### src/rtl/mem_bus_initiator.sv
// mem_bus_initiator
//   Bus initiator for the MMIO slave interface. Takes one command at a time
//   over a valid/ready channel, runs a single or incrementing burst of word
//   reads or writes on the slave bus, and returns read data / completion on a
//   valid/ready response channel.
//
//   Optional feature: define BUS_INIT_RANGE_CHECK_EN to check every beat
//   address against the legal map {0x2000..0x2FFC, 0x7F00, 0x7F20}. An
//   out-of-range beat is not issued (no write strobe, read data forced to 0)
//   and rsp_err stays set until the next command is accepted. Without the
//   macro every beat is issued and rsp_err is always 0.
//
// Ports
//   clk, rstn               clock, asynchronous active-low reset
//   cmd_valid/cmd_ready     command handshake (ready only while idle)
//   cmd_we/addr/wdata/len   command fields, sampled at the accept edge
//   bus_addr/wdata/we       slave address, write data and write strobe
//   bus_rdata               slave read data (combinational on bus_addr)
//   rsp_valid/rsp_ready     response handshake
//   rsp_data/last/err       read word or beat count, last flag, range error
module mem_bus_initiator #(
  parameter int          LEN_W     = 8,
  parameter logic [31:0] ADDR_STEP = 32'd4
) (
  input  logic             clk,
  input  logic             rstn,
  input  logic             cmd_valid,
  output logic             cmd_ready,
  input  logic             cmd_we,
  input  logic [31:0]      cmd_addr,
  input  logic [31:0]      cmd_wdata,
  input  logic [LEN_W-1:0] cmd_len,
  output logic [31:0]      bus_addr,
  output logic [31:0]      bus_wdata,
  output logic             bus_we,
  input  logic [31:0]      bus_rdata,
  output logic             rsp_valid,
  input  logic             rsp_ready,
  output logic [31:0]      rsp_data,
  output logic             rsp_last,
  output logic             rsp_err
);

  typedef enum logic [1:0] {
    IDLE  = 2'd0,
    WRITE = 2'd1,
    READ  = 2'd2,
    RESP  = 2'd3
  } state_t;

  state_t           state_r;
  logic [LEN_W-1:0] len_r;
  logic [LEN_W:0]   beat_cnt_r;   // beats already completed in this command
  logic [31:0]      bus_addr_r;
  logic [31:0]      bus_wdata_r;
  logic             bus_we_r;
  logic             rsp_valid_r;
  logic [31:0]      rsp_data_r;
  logic             rsp_last_r;
  logic             rsp_err_r;

  logic [31:0]      start_addr_s;
  logic [31:0]      next_addr_s;
  logic [LEN_W:0]   cnt_inc_s;
  logic [LEN_W:0]   len_plus1_s;
  logic             last_beat_s;
  logic             ok_start_s;
  logic             ok_next_s;
  logic             ok_cur_s;
  logic             unused_addr_lsb_s;

  assign start_addr_s      = {cmd_addr[31:2], 2'b00};
  assign next_addr_s       = bus_addr_r + ADDR_STEP;   // wraps at 2^32
  assign cnt_inc_s         = beat_cnt_r + {{LEN_W{1'b0}}, 1'b1};
  assign len_plus1_s       = {1'b0, len_r} + {{LEN_W{1'b0}}, 1'b1};
  assign last_beat_s       = (beat_cnt_r == {1'b0, len_r});
  assign unused_addr_lsb_s = ^cmd_addr[1:0];

`ifdef BUS_INIT_RANGE_CHECK_EN
  function automatic logic addr_in_map(input logic [31:0] a);
    return ((a >= 32'h0000_2000) && (a <= 32'h0000_2FFC)) ||
           (a == 32'h0000_7F00) || (a == 32'h0000_7F20);
  endfunction

  // Writes check the address that will be presented next cycle; reads check
  // the address being presented now, at the capture edge.
  assign ok_start_s = addr_in_map(start_addr_s);
  assign ok_next_s  = addr_in_map(next_addr_s);
  assign ok_cur_s   = addr_in_map(bus_addr_r);
`else
  assign ok_start_s = 1'b1;
  assign ok_next_s  = 1'b1;
  assign ok_cur_s   = 1'b1;
`endif

  assign cmd_ready = (state_r == IDLE);
  assign bus_addr  = bus_addr_r;
  assign bus_wdata = bus_wdata_r;
  assign bus_we    = bus_we_r;
  assign rsp_valid = rsp_valid_r;
  assign rsp_data  = rsp_data_r;
  assign rsp_last  = rsp_last_r;
  assign rsp_err   = rsp_err_r;

  // Command FSM with registered bus and response outputs.
  always_ff @(posedge clk or negedge rstn) begin
    if (!rstn) begin
      state_r     <= IDLE;
      len_r       <= {LEN_W{1'b0}};
      beat_cnt_r  <= {(LEN_W+1){1'b0}};
      bus_addr_r  <= 32'd0;
      bus_wdata_r <= 32'd0;
      bus_we_r    <= 1'b0;
      rsp_valid_r <= 1'b0;
      rsp_data_r  <= 32'd0;
      rsp_last_r  <= 1'b0;
      rsp_err_r   <= 1'b0;
    end else begin
      case (state_r)
        IDLE: begin
          if (cmd_valid) begin
            bus_addr_r  <= start_addr_s;
            bus_wdata_r <= cmd_wdata;
            len_r       <= cmd_len;
            beat_cnt_r  <= {(LEN_W+1){1'b0}};
            if (cmd_we) begin
              state_r   <= WRITE;
              bus_we_r  <= ok_start_s;
              rsp_err_r <= ~ok_start_s;
            end else begin
              state_r   <= READ;
              rsp_err_r <= 1'b0;
            end
          end else begin
            state_r <= IDLE;
          end
        end
        WRITE: begin
          beat_cnt_r <= cnt_inc_s;
          if (last_beat_s) begin
            bus_we_r    <= 1'b0;
            rsp_valid_r <= 1'b1;
            rsp_data_r  <= {{(31-LEN_W){1'b0}}, cnt_inc_s};
            rsp_last_r  <= 1'b1;
            state_r     <= RESP;
          end else begin
            bus_addr_r <= next_addr_s;
            bus_we_r   <= ok_next_s;
            rsp_err_r  <= rsp_err_r | ~ok_next_s;
          end
        end
        READ: begin
          beat_cnt_r  <= cnt_inc_s;
          rsp_valid_r <= 1'b1;
          rsp_last_r  <= last_beat_s;
          rsp_data_r  <= ok_cur_s ? bus_rdata : 32'd0;
          rsp_err_r   <= rsp_err_r | ~ok_cur_s;
          state_r     <= RESP;
        end
        RESP: begin
          if (rsp_ready) begin
            rsp_valid_r <= 1'b0;
            // Only read bursts can come back here with beats outstanding.
            if (beat_cnt_r != len_plus1_s) begin
              bus_addr_r <= next_addr_s;
              state_r    <= READ;
            end else begin
              state_r <= IDLE;
            end
          end else begin
            state_r <= RESP;
          end
        end
        default: begin
          state_r  <= IDLE;
          bus_we_r <= 1'b0;
        end
      endcase
    end
  end

endmodule

### config.mk
export PLATFORM = sky130hd
export DESIGN_NAME = mem_bus_initiator
export DESIGN_NICKNAME = d
export VERILOG_FILES = /design/src/rtl/mem_bus_initiator.sv
export SDC_FILE = /design/constraint.sdc
export NUM_CORES = 1
export LEC_CHECK = 0
export ABC_AREA = 1
export ABC_CLOCK_PERIOD_IN_PS = 3200
export CORE_MARGIN = 3
export CORE_UTILIZATION = 25
export DETAILED_ROUTE_END_ITERATION = 7
export PLACE_DENSITY_LB_ADDON = 0.15
export SYNTH_ARGS = -nofsm -noshare
export SYNTH_HDL_FRONTEND = slang
export SYNTH_SLANG_ARGS = --single-unit
### constraint.sdc
create_clock -name clk -period 3.2 [get_ports clk]
set_clock_uncertainty 0.15 [all_clocks]
set_input_delay 0.64 -clock clk [delete_from_list [all_inputs] [get_ports clk]]
set_output_delay 0.64 -clock clk [all_outputs]
set_load 0.03 [all_outputs]
; Yosys cells after proc, flatten, opt, wreduce, memory -nomap -nowiden
; Cells that the tools add are included.
[word_totals]
ff_bits = 118
output_inout_bits = 101
[classes]
add_sub_neg = 3
n_eq_ne = 11
mux = 23
reduce_logical = 13
[ops]
columns = op, n
row1 = $mux 32, 5
row2 = $pmux 32 s3, 1
row3 = $pmux 32 s2, 1
row4 = $add 32x3->32 const B, 1
row5 = $pmux 9 s2, 1
row6 = $mux 2, 5
row7 = $ne 2x2->1 const B, 5
row8 = $add 8x1->9 const B, 1
row9 = $add 9x1->9 const B, 1
row10 = $eq 9x8->1, 1
row11 = $mux 9, 1
row12 = $ne 9x9->1, 1
row13 = $pmux 2 s4, 1
row14 = $reduce_and 2->1, 3
row15 = $reduce_and 3->1, 2
row16 = $reduce_bool 2->1, 3
row17 = $reduce_bool 3->1, 2
row18 = $mux 1, 5
row19 = $reduce_and 5->1, 1
row20 = $eq 2x2->1 const B, 2
row21 = $pmux 1 s2, 2
row22 = $pmux 1 s3, 1
row23 = $eq 2x1->1 const B, 1
row24 = $logic_not 2->1, 1
row25 = 2 further kinds, 2

; Depth between registers and ports, before layout
[depth]
depth_word = 5
mapped_depth = 14

; Least setup slack after synthesis
; Ideal clock, no wire load.
[synth_path]
path_type = reg-to-reg
start = register state_r[0]
end = register bus_wdata_r[21] (netlist: bus_wdata[21])
setup_time_ns = 0.066
t_arrival_ns = 1.889
t_required_ns = 2.984
slack_ns = 1.096
path_stages_with_launch = 9
path_buffers = 2
cell_sequence = dfrtp_1 -> inv_1 -> ha_1 -> nand2_1 -> inv_1 -> clkbuf_1 -> buf_1 -> nand2_1 -> nand2_1
[synth_via]
elab_chain_len = 2
[synth_lines]
columns = element, line
row1 = start: declaration, 51  ; state_t state_r;
row2 = start signal: assignment, 108  ; state_r <= IDLE;
row3 = start signal: assignment, 127  ; state_r <= WRITE;
row4 = start signal: assignment, 131  ; state_r <= READ;
row5 = $logic_not 2->1, -
row6 = net cmd_ready, 28  ; output logic cmd_ready,
row7 = $reduce_and 2->1 (no source line), -
row8 = end signal: assignment, 123  ; bus_wdata_r <= cmd_wdata;
row9 = end: declaration, 55  ; logic [31:0] bus_wdata_r;
; The timed path passes the listed nets, and every way through them passes these cells.
; A chain may end at the register's enable or synchronous reset.

; Worst setup path after layout
[layout_path]
start = register state_r[1]
end = output cmd_ready
[layout_via]
elab_chain_len = 1
[layout_lines]
columns = element, line
row1 = $logic_not 2->1, 96  ; assign cmd_ready = (state_r == IDLE);
row2 = end: declaration, 28
; No other way between the ends.

==> impl_metrics.tcl <==
set metrics [dict create \
    reg2reg_to "rsp_data[0]" \
    cp.depth 3 \
    crit_buf_inv 2 \
    via_count 6398 \
    end_kind "primary output" \
    placed_area_mm2 0.00880 \
    relSlewSlack_pct 31.1 \
    cts_buffer_depth 2 \
    synthesis.area_mm2 0.00643 \
    peakVddDrop_mv 0.443 \
    timing.final.crit_share_pct 88.1 \
    postCtsSetupRepairBufs 0 \
    die_w_um 166 \
    rsz0062_at_grt "no" \
    drt_pass1_iterations 5 \
    fmax_mhz 355 \
    timing.rr.start "beat_cnt_r[4]" \
    startpoint "state_r[1]" \
    syn_to_final_growth_pct 46.0 \
    drt_iter0_drc 324 \
    cp_data_required_time_ps 2410 \
    ys.warnings.count 0 \
    fillers 2678 \
    avgSynthCellArea_um2 6.86 \
    ys_ff_latch 116 \
    cts_resized 0 \
    core_area_mm2 0.0253 \
    clk_pin_slew_ps 70 \
    clockRootBuffer "clkbuf_16" \
    place_congestion 0.873 \
    grt_usage_pct 15.7 \
    startpoint_type "flop" \
    tightest_slew_ps 1030 \
    path_delay_family "buffers and inverters" \
    dieArea_mm2 0.0277 \
    grt_pass1_vias 6442 \
    critPathCapture "cmd_ready" \
    cts_tree "yes" \
    numCtsBuffers 17 \
    clock_sinks 116 \
    ant_nets 0 \
    drv_cap 0 \
    antenna_found_initial 1 \
    hold_path.class "in -> async" \
    seq_area_mm2 0.00290 \
    grt-ovfl-total 0 \
    wire_per_inst_um 14.7 \
    hold_viol 0 \
    dp_hpwl_mm 15.7 \
    via_per_inst 4.33 \
    port_buffers 204 \
    powerDensity_mw_per_mm2 1080 \
    antenna_cells 0 \
    ys_seq_area_share_pct 45.1 \
    netlist-cell-type-count 31 \
    finalMaxSlewViolations 0 \
    cpMaxStageDelayCell "clkdlybuf4s50_1" \
    setup_tns_ps 0 \
    fin_area_mm2 0.00939 \
    mostFrequentLayoutCells "474 x nand2_1, 203 x clkdlybuf4s50_1, 116 x dfrtp_1" \
    path_cells "inv_1 -> ha_1 -> clkdlybuf4s50_1" \
    fp-row-count 58 \
    multi_input_area_mm2 0.00313 \
    die_y_um 166 \
    critPathArrivalTime_ps 2030 \
    drc_errors 0 \
    start_util_pct 25.5 \
    wl_mm 21.7 \
    ctsHoldBuffers 0 \
    setup_viol 0 \
    r2r_setup_slack_ps 880 \
    drive_gt1_share_pct 5.58 \
    boundaryPins 210 \
    grt_max_degree 43 \
    slowest_delay_ps 820 \
    grt_pass1_wl_mm 35.1 \
    mostFrequentLayoutCell "nand2_1" \
    insertion_delay_ps 420 \
    cts_htree_levels 4 \
    num-nets-final 1250 \
    path_max_fanout 6 \
    syn_inst 937 \
    status "finished, final reports clean" \
    fin_crit_ps 2820 \
    p_leak_uw 0.00448 \
    crit_type "reg -> out" \
    worst_r2r_path_depth 11 \
]
stage by stage:
step	setup WS (ps)	hold slack [ps]	instances	total power, µW	utilization (%)
6_report	382	50.6	1477	10200	37.2
4_1_cts	354	55.2	1477	10300	37.2
3_3_place_gp	757	303	1445	8290	34.9
5_1_grt	287	79.1	1477	11000	37.2
2_1_floorplan	1100	194	939	6230	-
3_5_place_dp	737	308	1445	8290	34.9
synthesized netlist by cell type (all sizes together):
| master | instances | area share [%] |
|---|---|---|
| nand2 | 478 | 28 |
| dfrtp | 116 | 45 |
| nand3 | 90 | 7.1 |
| nor2 | 73 | 4.4 |
| inv | 56 | 3.3 |
| o21ai | 35 | 2.8 |
| clkbuf | 20 | 1.2 |
| buf | 17 | 1.9 |
| xor2 | 13 | 1.8 |
| o22ai | 8 | 0.78 |
| ha | 7 | 1.4 |
| or2 | 6 | 0.58 |
| a21oi | 5 | 0.39 |
| nor3 | 5 | 0.39 |
| xnor2 | 2 | 0.27 |
| a21o | 1 | 0.12 |
| a31oi | 1 | 0.097 |
| clkinv | 1 | 0.058 |
| conb | 1 | 0.058 |
| nand3b | 1 | 0.12 |
| nand4 | 1 | 0.097 |
cell type report:
class | instances | share of cell area (%)
Sequential cell | 116 | 30.9
Multi-Input combinational cell | 729 | 33.3
Clock buffer | 17 | 4.53
Clock inverter | 15 | 1.71
Tap cell | 330 | 4.40
Timing Repair Buffer | 213 | 22.8
Inverter | 57 | 2.28
worst min path at each step:
| stage | to | slack, ps | cells past startpoint |
|---|---|---|---|
| after floorplan | beat_cnt_r[0] | 190 | 0 |
| after global placement | rsp_data[15] | 300 | 2 |
| after detailed placement | rsp_data[15] | 310 | 2 |
| after CTS | bus_wdata[20] | 60 | 1 |
| after global routing | bus_wdata[17] | 80 | 1 |
| final | bus_wdata[17] | 50 | 1 |
sequential cells by signal (all words and copies together) (netlist names):
name / cells
len_r: 8
rsp_data: 32
bus_we: 1
beat_cnt_r: 9
bus_wdata: 32
rsp_valid: 1
bus_addr: 30
state_r: 2
rsp_last: 1
power breakdown:
part / internal, µW / switching [µW] / total (µW)
Combinational: 2010 / 3420 / 5430
Clock: 1110 / 845 / 1950
Sequential: 2140 / 632 / 2770
Total: 5260 / 4900 / 10200
routing by layer:
metal,vias to the layer above,track usage (%),part of all wire (%)
met4,2,4.23,0.98
met1,2886,20.1,45
li1,3307,-,-
met2,188,24.4,45
met3,15,6.52,9.4
met5,-,0,0.060
worst reg2reg max path, stage by stage (launching register included):
cell and delay, ps:
dfrtp_1 480, inv_2 90, nand2_2 80, nand2_2 70, inv_2 60, nand2_1 60
nor2_2 90, nand3_2 160, nand2_4 320, o21ai_4 360, nand2_1 140, o21ai_0 90
cells by family (layout without fill, tap and decap cells):
family | Yosys count | count (layout) | synth area share (%)
and+or+nand+nor | 654 | 654 | 40.8
DFF | 116 | 116 | 45.1
buffers and inverters | 94 | 302 | 6.44
AOI/OAI and AO/OA | 50 | 50 | 4.16
xor gates and xnor gates | 15 | 15 | 2.04
adders and majority gates | 7 | 7 | 1.36
other | 1 | 3 | 0.0583
Power figures use the tool's default switching activity.
==> RTL edit 1, RTL diff (config.mk and constraints unchanged) <==
Set the parameter `LEN_W` to 16 (it was 8).
--- a/src/rtl/mem_bus_initiator.sv
+++ b/src/rtl/mem_bus_initiator.sv
@@ -20,5 +20,5 @@
 //   rsp_data/last/err       read word or beat count, last flag, range error
 module mem_bus_initiator #(
-  parameter int          LEN_W     = 8,
+  parameter int          LEN_W     = 16,
   parameter logic [31:0] ADDR_STEP = 32'd4
 ) (
Ports: changed (resized cmd_len); port bits go from 210 to 218. No check against the original RTL was run, so the function may have changed too.
==> RTL edit 1 against the original RTL <==
  * Power up 10%
  * Final area grew 13%
  * Synthesized cell count rose by 3.1%
  * Routed wire length is 11% higher
  * Sequential power up 13%
  * Clock power is 7% higher
  * Sequential cell count grew 16
  * Final cell count rose by 6.3%
  * Synthesized area rose by 16%
  * Worst setup slack gained 0.041 ns
  * Combinational power increased by 10%
  * Critical endpoint unchanged
  * Largest cell class unchanged
  * Largest power group unchanged
==> RTL edit 1: results (changes against the original RTL) <==
The slack of the worst reg-to-reg path came out at 0.62 ns (-0.26 ns). The mean cell area of the mapped netlist was 7.70 um^2 (+12%). For the worst hold slack, the log shows 0.0336 ns (-0.0169 ns).

The via count of the routed design is 6984 (+9.2%), and the leakage power is 4.76 nW (+6.3%). Routed signal wires occupy layers up through met4. The tools report the clock latency of the later-clocked register in the worst-skew pair as 0.42 ns (about the same). The tools report the via count of the first global-routing pass as 6946 (+7.8%). The synthesis warning total is 0 (unchanged), and the half-perimeter wire length after detailed placement is 17.7 mm (+13%). The wire length per cell after detailed routing is 15.4 um (+4.3%).

The area fraction in compound gates after synthesis is 0.0600 (+0.0184), and the total number of nets in the final design is 1297 (+3.8%). Reg-to-reg startpoint: beat_cnt_r[14]$_DFFE_PN0P_. Fraction of layout cells with a size suffix above 1: 0.0860 (+0.0302).

The run finished with clean final reports. The length of routed met3 wiring is 1.76 mm (-14%). The instance count after placement with tap cells included was 1538 (+6.4%); the area share of fa/ha/maj cells after synthesis was 0.0118 (-0.00185). The measured slew at the worst slew-check pin came out at 0.790 ns (-0.240 ns).

The share of flip-flops with an asynchronous set or reset is 1.00 (unchanged), and the xor and xnor fraction of the mapped netlist area is 0.0506 (+0.0302). The run gives 366 (+13%) as the DRC violation total after the first TritonRoute iteration. The fraction of synthesized area in multiplexers was 0.0681 (+0.0681). The cell family contributing the most delay on the critical path is buffers and inverters. The count of non-filler cells in the finished layout is 1570 (+6.3%), and the number of antenna violations at the first check in global routing is 0 (-1). The logs give 0.232 (-0.0125) for the met2 layer usage reported by global route and 0.494 mV (+12%) for the worst IR drop on VDD. The largest fanout on the critical path is 7 (+1), and the met3 global-route usage is 0.0481 (-0.0171). After synthesis, the most frequently instantiated cells are nand2_1 (346), dfrtp_1 (132), nor2_1 (85). The met1 layer wirelength in the final routing is 11.7 mm (+20%).

The largest incremental delay on the critical path is 0.75 ns (-0.07 ns). The most used flip-flop cell after synthesis is dfrtp_1. The routability-driven placement congestion ratio was 0.837 (-4.1%); the area of placed instances was 0.00999 mm^2 (+14%).

The tools report the critical path arrival as 1.99 ns (-0.04 ns). The routing usage on met1 is 0.214 (+0.0133), and the pin count of the biggest net entering global routing is 54 (+26%). The logs give 0.153 (-0.00330) for the global-route usage over all layers and 34 (+9.7%) for the number of distinct library cells after synthesis.

Ranked by total cell area, the synthesized netlist is headed by dfrtp_1 (44%), nand2_1 (17%), mux2_2 (6.8%). The minimum setup slack after placement is 0.528 ns (-0.209 ns). The run gives 3080 (+15%) as the count of filler cells inserted in the layout. The number of input and output port buffers inserted was 212 (+3.9%). The minimum period implied by the final worst setup slack is 2.78 ns (-0.0412 ns).

The first-pass GRT wire length was 38.4 mm (+9.5%); the routed length on met2 was 10.4 mm (+7.6%). The reg-to-reg endpoint is rsp_data[11]$_DFFE_PN0P_. The proportion of synthesized chip area in sequential cells is 0.444 (-0.00753).
[RTL edit 1: cell count changes after synthesis, sizes merged, moves of 10 or more]
cell	unedited run	this run
dfrtp	116	132
mux2	0	45
nand2	478	349
nand3	90	80
nor2	73	88
nor3	5	21
o21ai	35	47
xnor2	2	21
[RTL edit 1: where the power goes]
group	leakage [nW]	switching, mW	internal, mW	total (mW)
clock network	0.291	0.830	1.26	2.09
logic	2.83	3.63	2.36	5.99
registers	1.64	0.719	2.41	3.13
total	4.76	5.18	6.04	11.2
[RTL edit 1: final cells by class]
type | instances | area (um^2) | share of cell area
Timing Repair Buffer | 227 | 2260 | 0.213
Tap cell | 384 | 480 | 0.0453
Clock inverter | 13 | 174 | 0.0164
Clock buffer | 19 | 443 | 0.0418
Sequential cell | 132 | 3300 | 0.311
Inverter | 61 | 229 | 0.0216
Multi-Input combinational cell | 734 | 3720 | 0.351
==> RTL edit 2, RTL diff (config.mk and constraints unchanged) <==
Made on the original files. Reset style: synchronous (`rstn`), changed in one clocked block. Comments in the files are not updated.
--- a/src/rtl/mem_bus_initiator.sv
+++ b/src/rtl/mem_bus_initiator.sv
@@ -104,5 +104,5 @@
 
   // Command FSM with registered bus and response outputs.
-  always_ff @(posedge clk or negedge rstn) begin
+  always_ff @(posedge clk) begin
     if (!rstn) begin
       state_r     <= IDLE;
Formal check against the unedited RTL: differs if rstn is asserted again (counterexample within 4 cycles, from zero or initial values and one cycle with rstn low); with rstn held inactive, the same outputs for 4 cycles.
==> RTL edit 2 against the original RTL <==
  * Routed wire length fell by 1.5%
  * Sequential power fell by 14%
  * Sequential share of layout area down 5.8 points
  * Hold slack improved by 0.26 ns
  * Fmax is 8.5% higher
  * Final area down 1.6%
  * Via count increased by 3.5%
  * Register-to-register slack worse by 0.05 ns
  * Synthesized area shrank 2.4%
  * Power fell by 15%
  * Clock power rose by 11%
  * Sequential cell count did not move
  * Worst setup slack better by 0.22 ns
==> RTL edit 2: results (changes against the original RTL) <==
The internal power summed over all cells was 4.86 mW (-7.6%). The worst register-to-register path begins at bus_addr[2]$_SDFFE_PN0P_. Worst hold slack: 0.312 ns (+0.262 ns). The most used flip-flop cell after synthesis is dfxtp_1. The share of flip-flops with an asynchronous set or reset is 0 (-1.00). The tools report the portion of total power attributed to combinational logic as 0.475 (-0.060). By count the netlist is led by nand2_1 (281), nor2_1 (177), dfxtp_1 (116). The tools report the cell count after synthesis as 979 (+4.5%). The largest incremental delay on the critical path was 0.71 ns (-0.11 ns). The deepest level of the CTS H-tree was 4 (unchanged).

Measured slew at the worst slew-check pin: 0.653 ns (-0.377 ns). The run gives 0.83 ns (-0.05 ns) as the slack of the worst reg-to-reg path. The total number of nets in the final design was 1285 (+2.8%); the number of antenna violations at the first check in global routing was 0 (-1). The reg-to-reg endpoint was bus_addr[30]$_SDFFE_PN0P_.

The tools report the global-route usage over all layers as 0.160 (+0.00377). Fraction of layout cells with a size suffix above 1: 0.0728 (+0.0170). The leakage power is 3.71 nW (-17%), and the number of buffers inserted by hold repair at cts is 0 (unchanged). The proportion of synthesized chip area in sequential cells is 0.370 (-0.0813), and the largest fanout on the critical path is 5 (-1). The critical path arrival came out at 1.81 ns (-0.22 ns).

The routability-driven placement congestion ratio came out at 0.838 (-4.0%). The average vias per placed instance was 4.40 (+1.5%). For the DRC violation total after the first TritonRoute iteration, the log shows 337 (+4.0%). In this run the worst setup path terminates at cmd_ready. The half-perimeter wire length after detailed placement came out at 15.6 mm (-0.79%). The logs give 4 (-1) for the number of optimization iterations in the first detailed-route pass and 0.363 mV (-18%) for the worst IR drop on VDD.

Tracing the worst setup path back leads to its startpoint at state_r[0]$_SDFFE_PN0P_. The worst min-delay path category was flop to flop. The power attributed to sequential cells is 2.38 mW (-14%). The tools report the instance count after placement with tap cells included as 1474 (+2.0%). The flow ran to the end, and the final reports show no timing, DRC or antenna violations. The via count of the first global-routing pass is 6385 (-0.88%).

Ranked by total cell area, the synthesized netlist is headed by dfxtp_1 (37%), nand2_1 (17%), nor2_1 (11%). The run gives 34.0 mm (-3.0%) as the first-pass GRT wire length. The tools report the count of filler cells inserted in the layout as 2683 (+0.19%). The origin of the worst min-delay path is rsp_data[18]$_SDFFE_PN0P_. Pin count of the biggest net entering global routing: 58 (+35%).

The number of distinct library cells after synthesis is 39 (+26%), and the via count of the routed design is 6620 (+3.5%). The wire length per cell after detailed routing is 14.2 um (-3.4%). The clock reaches the later pin of the worst-skew pair after 0.41 ns.
RTL edit 2: cell types whose count changed after synthesis, moves of 4 or more:
cell	delta
a21oi_1	+48
a21oi_2	+8
clkbuf_1	+9
dfrtp_1	-116
dfxtp_1	+116
inv_1	+22
nand2_1	-193
nand2_2	+8
nand3_1	-12
nand4_1	+7
nor2_1	+107
nor3_1	-4
o21ai_0	+35
o22ai_1	-8
RTL edit 2: worst max-delay path: cells and delay by family, from the launching register on:
kind,cells,cell delay [ns]
buffers and inverters,2,0.80
flip-flops,1,0.34
adder cells (fa/ha/maj),1,0.26
RTL edit 2: stage by stage:
stage	worst slack (ns)	power, mW	instance area [um^2]
after floorplan	1.17	5.04	6280
after global placement	0.644	6.57	8580
after detailed placement	0.634	6.57	8580
after CTS	0.550	8.81	9240
after global routing	0.504	9.32	9240
final	0.602	8.66	9240
RTL edit 2: routing by layer:
metal / routed length, um / vias to the layer above / part of all wire / track usage
li1: - / 3482 / - / -
met1: 9510 / 2949 / 0.44 / 0.195
met2: 9760 / 175 / 0.46 / 0.260
met3: 1940 / 14 / 0.091 / 0.0720
met4: 204 / 0 / 0.0095 / 0.0400
met5: 0 / - / 0 / 0
RTL edit 2: cells by family after synthesis:
logic type                 count (synthesis)  synth area share
adders and majority gates                  7            0.0140
and+or+nand+nor                          574             0.386
DFF                                      116             0.370
AOI/OAI and AO/OA                        137             0.118
xor gates and xnor gates                  17            0.0237
other                                      1          0.000598
muxes                                      1           0.00160
buffers and inverters                    126            0.0866
RTL edit 2: cell type report:
class	count	area (um^2)	area share
Sequential cell	116	2320	0.251
Tap cell	324	405	0.0439
Clock inverter	14	226	0.0245
Inverter	79	297	0.0321
Clock buffer	18	429	0.0465
Multi-Input combinational cell	739	3420	0.370
Timing Repair Buffer	216	2140	0.232
